### config.mk
export PLATFORM = sky130hd
export DESIGN_NAME = controlador_comportas
export DESIGN_NICKNAME = d
export VERILOG_FILES = /design/src/rtl/controlador_comportas_pkg.sv /design/src/rtl/canal_comporta.sv /design/src/rtl/controlador_comportas.sv
export SDC_FILE = /design/constraint.sdc
export NUM_CORES = 1
export LEC_CHECK = 0
export ABC_AREA = 1
export CORE_MARGIN = 3
export CORE_UTILIZATION = 25
export DETAILED_ROUTE_END_ITERATION = 12
export HOLD_SLACK_MARGIN = 0.02
export PLACE_DENSITY = 0.37
export SLEW_MARGIN = 20
export SYNTH_ARGS = -nofsm -noshare
export SYNTH_HDL_FRONTEND = slang
export SYNTH_SLANG_ARGS = --single-unit
### constraint.sdc
create_clock -name clock -period 2.7 [get_ports clock]
set_input_delay 0.81 -clock clock [delete_from_list [all_inputs] [get_ports clock]]
set_output_delay 0.81 -clock clock [all_outputs]
set_load 0.01 [all_outputs]
### src/rtl/controlador_comportas_pkg.sv
// controlador_comportas_pkg: shared definitions for the multi-gate controller.
// Holds the command byte layout, opcode values, gate state encoding and the
// duty-cycle helper used by every gate channel.
package controlador_comportas_pkg;

  localparam int OPCODE_MSB = 7;
  localparam int OPCODE_LSB = 6;
  localparam int CANAL_MSB  = 5;
  localparam int CANAL_LSB  = 0;
  localparam int CANAL_W    = CANAL_MSB - CANAL_LSB + 1;

  typedef enum logic [1:0] {
    OP_ABRIR_TEMP   = 2'b00,
    OP_FECHAR       = 2'b01,
    OP_ABRIR_MANTER = 2'b10,
    OP_RESERVADO    = 2'b11
  } opcode_t;

  typedef enum logic [1:0] {
    FECHADA  = 2'b00,
    ABRINDO  = 2'b01,
    ABERTA   = 2'b10,
    FECHANDO = 2'b11
  } estado_t;

  // High time of the servo pulse for a given gate position.
  function automatic int calcDuty(input int posicao, input int pwmMin, input int pwmPasso);
    return pwmMin + posicao * pwmPasso;
  endfunction

endpackage

### src/rtl/canal_comporta.sv
// canal_comporta: one gate of the controller.
// Runs the FECHADA/ABRINDO/ABERTA/FECHANDO sequencer with a stepped position
// ramp, the hold timer and manter flag, and produces the gate's servo pulse
// from the shared PWM counter.
// Optional feature macro: COMPORTAS_REABRIR_EN lets an open command reverse a
// closing gate; without it only abrirExterno can reverse a closing gate.
module canal_comporta
  import controlador_comportas_pkg::*;
#(
  parameter int POS_BITS      = 4,
  parameter int CICLOS_PASSO  = 50000,
  parameter int CICLOS_ABERTA = 1000000,
  parameter int PWM_MIN       = 50000,
  parameter int PWM_PASSO     = 3333,
  parameter int CONT_W        = 20,
  parameter int DUTY_W        = 20
) (
  input  logic              clock,
  input  logic              reset,
  input  logic              cmdAbrir,
  input  logic              cmdManter,
  input  logic              cmdFechar,
  input  logic              abrirExterno,
  input  logic              pwmWrap,
  input  logic [CONT_W-1:0] pwmContador,
  output logic              pwm,
  output logic              aberta,
  output logic              ocupado
);

  localparam int PASSO_W  = (CICLOS_PASSO > 1) ? $clog2(CICLOS_PASSO) : 1;
  localparam int ABERTA_W = (CICLOS_ABERTA > 1) ? $clog2(CICLOS_ABERTA) : 1;
  localparam logic [POS_BITS-1:0] POS_MAX    = '1;
  localparam logic [PASSO_W-1:0]  PASSO_FIM  = PASSO_W'(CICLOS_PASSO - 1);
  localparam logic [ABERTA_W-1:0] ABERTA_FIM = ABERTA_W'(CICLOS_ABERTA - 1);
  localparam logic [DUTY_W-1:0]   DUTY_MIN   = DUTY_W'(PWM_MIN);

  estado_t             estado;
  logic [POS_BITS-1:0] pos;
  logic [PASSO_W-1:0]  stepTimer;
  logic [ABERTA_W-1:0] holdTimer;
  logic                manter;
  logic [DUTY_W-1:0]   duty;
  logic                reabrirCmd;

`ifdef COMPORTAS_REABRIR_EN
  assign reabrirCmd = cmdAbrir;
`else
  assign reabrirCmd = 1'b0;
`endif

  assign aberta  = (estado == ABERTA);
  assign ocupado = (estado != FECHADA);

  // Gate sequencer: state, position ramp, step/hold timers and manter flag.
  always_ff @(posedge clock) begin
    if (reset) begin
      estado    <= FECHADA;
      pos       <= '0;
      stepTimer <= '0;
      holdTimer <= '0;
      manter    <= 1'b0;
    end else begin
      case (estado)
        FECHADA: begin
          if (cmdAbrir || abrirExterno) begin
            estado    <= ABRINDO;
            manter    <= cmdManter;
            stepTimer <= '0;
            holdTimer <= '0;
          end
        end
        ABRINDO: begin
          if (cmdFechar && !abrirExterno) begin
            estado    <= FECHANDO;
            manter    <= 1'b0;
            stepTimer <= '0;
            holdTimer <= '0;
          end else begin
            if (cmdManter) manter <= 1'b1;
            if (pos == POS_MAX) begin
              estado    <= ABERTA;
              stepTimer <= '0;
              holdTimer <= '0;
            end else if (stepTimer == PASSO_FIM) begin
              pos       <= pos + POS_BITS'(1);
              stepTimer <= '0;
              if (pos == POS_MAX - POS_BITS'(1)) begin
                estado    <= ABERTA;
                holdTimer <= '0;
              end
            end else begin
              stepTimer <= stepTimer + PASSO_W'(1);
            end
          end
        end
        ABERTA: begin
          if (cmdFechar && !abrirExterno) begin
            estado    <= FECHANDO;
            manter    <= 1'b0;
            stepTimer <= '0;
            holdTimer <= '0;
          end else if (cmdAbrir) begin
            holdTimer <= '0;
            if (cmdManter) manter <= 1'b1;
          end else if (!abrirExterno && !manter) begin
            if (holdTimer == ABERTA_FIM) begin
              estado    <= FECHANDO;
              stepTimer <= '0;
              holdTimer <= '0;
            end else begin
              holdTimer <= holdTimer + ABERTA_W'(1);
            end
          end
        end
        FECHANDO: begin
          if (abrirExterno || reabrirCmd) begin
            estado    <= ABRINDO;
            stepTimer <= '0;
            holdTimer <= '0;
            if (reabrirCmd && cmdManter) manter <= 1'b1;
          end else if (pos == '0) begin
            estado    <= FECHADA;
            manter    <= 1'b0;
            stepTimer <= '0;
            holdTimer <= '0;
          end else if (stepTimer == PASSO_FIM) begin
            pos       <= pos - POS_BITS'(1);
            stepTimer <= '0;
            if (pos == POS_BITS'(1)) begin
              estado    <= FECHADA;
              manter    <= 1'b0;
              holdTimer <= '0;
            end
          end else begin
            stepTimer <= stepTimer + PASSO_W'(1);
          end
        end
        default: estado <= FECHADA;
      endcase
    end
  end

  // Duty is only refreshed at the period wrap so a pulse is never cut mid-period.
  always_ff @(posedge clock) begin
    if (reset) begin
      duty <= DUTY_MIN;
      pwm  <= 1'b0;
    end else begin
      if (pwmWrap) duty <= DUTY_W'(calcDuty(int'(pos), PWM_MIN, PWM_PASSO));
      pwm <= (DUTY_W'(pwmContador) < duty);
    end
  end

endmodule

### src/rtl/controlador_comportas.sv
// controlador_comportas: top of the multi-gate servo controller.
// Registers the UART command byte, decodes opcode/channel, flags rejected
// commands on erro_cmd, runs the shared PWM period counter and instantiates
// one canal_comporta per gate.
// Optional feature macro: COMPORTAS_REABRIR_EN (handled inside canal_comporta).
module controlador_comportas
  import controlador_comportas_pkg::*;
#(
  parameter int N_CANAIS      = 4,
  parameter int POS_BITS      = 4,
  parameter int CICLOS_PASSO  = 50000,
  parameter int CICLOS_ABERTA = 1000000,
  parameter int PWM_PERIODO   = 1000000,
  parameter int PWM_MIN       = 50000,
  parameter int PWM_PASSO     = 3333
) (
  input  logic                clock,
  input  logic                reset,
  input  logic [7:0]          rx_dado,
  input  logic                rx_valido,
  input  logic [N_CANAIS-1:0] abrir_externo,
  output logic [N_CANAIS-1:0] pwm,
  output logic [N_CANAIS-1:0] aberta,
  output logic [N_CANAIS-1:0] ocupado,
  output logic                erro_cmd
);

  localparam int CONT_W = (PWM_PERIODO > 1) ? $clog2(PWM_PERIODO) : 1;
  localparam int DUTY_W = $clog2(PWM_PERIODO + 1);
  localparam logic [CONT_W-1:0] CONT_FIM = CONT_W'(PWM_PERIODO - 1);

  logic [7:0]         rxDadoQ;
  logic               rxValidoQ;
  opcode_t            opcode;
  logic [CANAL_W-1:0] canal;
  logic               canalOk;
  logic               cmdErro;
  logic               cmdValido;
  logic [CONT_W-1:0]  pwmContador;
  logic               pwmWrap;

  assign opcode    = opcode_t'(rxDadoQ[OPCODE_MSB:OPCODE_LSB]);
  assign canal     = rxDadoQ[CANAL_MSB:CANAL_LSB];
  assign canalOk   = (32'(canal) < 32'(N_CANAIS));
  assign cmdErro   = rxValidoQ && ((opcode == OP_RESERVADO) || !canalOk);
  assign cmdValido = rxValidoQ && !cmdErro;
  assign pwmWrap   = (pwmContador == CONT_FIM);

  // Command capture stage; the gates act on the captured byte one edge later.
  always_ff @(posedge clock) begin
    if (reset) begin
      rxDadoQ   <= '0;
      rxValidoQ <= 1'b0;
      erro_cmd  <= 1'b0;
    end else begin
      rxDadoQ   <= rx_dado;
      rxValidoQ <= rx_valido;
      erro_cmd  <= cmdErro;
    end
  end

  // Shared PWM period counter, 0 .. PWM_PERIODO-1.
  always_ff @(posedge clock) begin
    if (reset) begin
      pwmContador <= '0;
    end else if (pwmWrap) begin
      pwmContador <= '0;
    end else begin
      pwmContador <= pwmContador + CONT_W'(1);
    end
  end

  for (genvar i = 0; i < N_CANAIS; i++) begin : gCanal
    logic sel;
    assign sel = cmdValido && (canal == CANAL_W'(i));

    canal_comporta #(
      .POS_BITS      (POS_BITS),
      .CICLOS_PASSO  (CICLOS_PASSO),
      .CICLOS_ABERTA (CICLOS_ABERTA),
      .PWM_MIN       (PWM_MIN),
      .PWM_PASSO     (PWM_PASSO),
      .CONT_W        (CONT_W),
      .DUTY_W        (DUTY_W)
    ) uCanal (
      .clock        (clock),
      .reset        (reset),
      .cmdAbrir     (sel && ((opcode == OP_ABRIR_TEMP) || (opcode == OP_ABRIR_MANTER))),
      .cmdManter    (sel && (opcode == OP_ABRIR_MANTER)),
      .cmdFechar    (sel && (opcode == OP_FECHAR)),
      .abrirExterno (abrir_externo[i]),
      .pwmWrap      (pwmWrap),
      .pwmContador  (pwmContador),
      .pwm          (pwm[i]),
      .aberta       (aberta[i]),
      .ocupado      (ocupado[i])
    );
  end

endmodule

==> impl_metrics.yaml <==
route:
  wl_per_cell_microns: 14.4
  drcViolationCount: 0
  dr.first_iter.drc_count: 750
  drt_pass1_iterations: 5
  vias_per_cell: 4.57
  ant_nets: 0
  drt-total-wl_microns: 59200
  num_vias: 18800
placement:
  placed_cells: 4048
  dp_slack_ps: 96.2
  gp_congestion: 0.808
  placed_area_sq_um: 21600
  hpwlAfterDp_microns: 43000
  io_buffers: 27
clock_network:
  tritoncts: "built"
  clkSinkCount: 274
  ctsHoldBuffers: 0
  clock_latency_ps: 550
  clk_pin_slew_ps: 60
  htreeDepth: 2
  root_buffer: "clkbuf_16"
  numCtsBuffers: 40
  ctsLongestPathBuffers: 3
synthesis:
  synth.top_cells.by_area: "dfxtp_1 28%, nand2_1 13%, ha_1 12%"
  synth_top_area_share_pct: 27.9
  ys_types: 52
  avgSynthCellArea_sq_um: 6.60
  syn_nets: 3184
  synth_edf_count: 0
  ys_seq_area_share_pct: 27.9
  yosysWarnings: 0
  synthArstFlopShare_pct: 0
  postSynthCellCount: 2976
  synth-seq-cells: 274
  synth_ff_type: "dfxtp_1"
  yosys.area.top_type: "dfxtp_1"
  synth_area_sq_um: 19600
global_route:
  grt_max_degree: 60
  grt_pass1_wl_microns: 97200
  grt_remaining_overflow: 0
  grt_use_total_pct: 14.4
  antenna_found_initial: 2
  grt_pass1_vias: 18500
sta:
  setup_viol: 0
  worstMarginPinSlew_ps: 691
  final.setup.tns_ps: 0
  period_needed_ps: 2600
  fmax_ghz: 0.384
  final.period_utilization_pct: 96.3
  finalHoldViolCount: 0
  rsz0062_at_grt: "false"
  maxSlewHeadroom_pct: 53.6
  slew_viol_final: 0
  setup_ws_ps: 99.1
  fin_skew_ps: 11.7
cells_and_area:
  layout_commonest_cell: "nand2_1"
  layout_common_cells: "655 x nand2_1, 454 x nor2_1, 368 x inv_1"
  drive_above_1_share_pct: 7.96
  area_growth_syn_to_layout_pct: 16.6
  num-fill-cells: 8656
  finish.utilization_pct: 29.5
  finalInstanceArea_sq_um: 22900
  final_nets: 3258
  fin_cells: 4117
critical_path:
  critPathMaxFanout: 5
  crit_type: "flop to output pin"
  r2r-end: "gCanal[1].uCanal.duty[16]$_SDFFE_PP0P_"
  endpoint: "aberta[2]"
  reg2regPathDepth: 10
  worst-r2r-setup-slack_ps: 180
  worstPathRequired_ps: 1890
  worst_setup_path_end_kind: "output pin"
  reg2reg_from: "gCanal[1].uCanal.pos[1]$_SDFFE_PP0P_"
  cp.arrival_ps: 1790
  start_kind: "flop"
  critical_path.startpoint: "gCanal[2].uCanal.estado[0]$_SDFFE_PP0P_"
power:
  power_density_nw_per_um2: 782
  peakVddDrop_mv: 0.349
  p_leak_nw: 10.4
worst_hold_path:
  worstHoldStart: "gCanal[2].uCanal.duty[6]$_SDFFE_PP1P_"
  hp-class: "flop to flop"
status:
  outcome: "complete, no violations"
floorplanning:
  row_count: 102
  core-area_sq_um: 77600
  die-area_sq_um: 82000
  die_x_microns: 286
  fp.dieH_microns: 286
  start_util_pct: 25.3
  io_pins: 28
run:
  cap_violations: 0
[registers in the layout, summed over array words and instances (netlist names)]
name and cells:
erro_cmd 1, gCanal.uCanal.duty 68, gCanal.uCanal.estado 8, gCanal.uCanal.holdTimer 80, gCanal.uCanal.manter 4, gCanal.uCanal.pos 16, gCanal.uCanal.pwm 4, gCanal.uCanal.stepTimer 64
pwmContador 20, rxDadoQ 8, rxValidoQ 1
[cell type report]
| cell class | count | area [sq um] | share of cell area [%] |
|---|---|---|---|
| clock inverter | 12 | 115 | 0.502 |
| sequential | 274 | 5490 | 23.9 |
| multi-input combinational | 2231 | 12300 | 53.7 |
| antenna | 1 | 2.50 | 0.0109 |
| timing repair buffer | 123 | 1110 | 4.85 |
| clock buffer | 56 | 1170 | 5.12 |
| inverter | 380 | 1430 | 6.24 |
| tap | 1040 | 1300 | 5.68 |
[report_power, final]
group	internal [W]	leakage [nW]	switching, W
Sequential	0.00479	2.23	0.000927
Clock	0.00319	0.637	0.00209
Combinational	0.00261	7.50	0.00430
Total	0.0106	10.4	0.00732
[worst min-delay path by stage]
stage | to | slack, ps | cells after the start
finish | gCanal[2].uCanal.duty[6]$_SDFFE_PP1P_ | 460 | 2
global route | gCanal[1].uCanal.duty[6]$_SDFFE_PP1P_ | 500 | 2
CTS | gCanal[2].uCanal.duty[6]$_SDFFE_PP1P_ | 470 | 2
detailed placement | gCanal[0].uCanal.duty[15]$_SDFFE_PP1P_ | 460 | 2
global placement | gCanal[2].uCanal.duty[6]$_SDFFE_PP1P_ | 460 | 2
floorplan | gCanal[1].uCanal.duty[6]$_SDFFE_PP1P_ | 430 | 2
[cells by family (layout without fill, tap and decap cells)]
kind of cell	Yosys count	after routing	share of synthesized area, %
compound gates	338	338	9.64
simple gates	1612	1612	36.3
flops	274	274	27.9
xor+xnor	88	88	3.92
fa+ha+maj	193	193	12.4
other cells	0	1	0
buf+inv	471	571	9.73
[critical path, cell delays in order, from the launching register on]
cell and delay, ps:
dfxtp_1 340, inv_1 90, ha_2 250, clkdlybuf4s50_1 560
[through the flow]
step           power [W]  hold WS [ps]
2_1_floorplan     0.0107           433
3_3_place_gp      0.0127           456
3_5_place_dp      0.0128           455
4_1_cts           0.0183           467
5_1_grt           0.0196           498
6_report          0.0179           461
[synth_stat cells, types with 3 or more instances]
master	count
xnor2_1	20
nor3_1	77
o21a_1	9
and3_1	5
a22oi_1	17
nand2_4	5
dfxtp_1	274
clkbuf_1	35
o21ai_0	96
o21ai_1	12
buf_4	20
o211ai_1	5
nor2_2	10
buf_1	6
buf_2	25
nor2_4	8
nand2_1	656
nor4_1	11
fa_1	4
a31o_2	6
nand4_2	3
inv_2	9
nand4_1	110
nor2_1	454
ha_1	189
nand2_2	7
or2_2	11
nand3b_1	11
a31oi_1	6
a21oi_1	140
o22ai_1	30
xor2_1	68
nand3_1	225
nand3_4	3
a211oi_1	8
nand3_2	7
inv_1	369
nor3b_1	3
buf_6	5
[routing by layer]
layer / up-vias / track usage [%] / part of all wire (%)
li1: 9848 / - / -
met2: 233 / 25.6 / 48
met5: - / 0 / 0.022
met1: 8664 / 18.1 / 46
met3: 86 / 1.91 / 3.1
met4: 2 / 4.22 / 2.4
[timing repair]
action	in CTS	in global routing
gates resized for setup	9	6
cloned	0	0
endpoints found under the setup margin	7	7
buffers inserted	0	0
(Power assumes the default switching activity.)
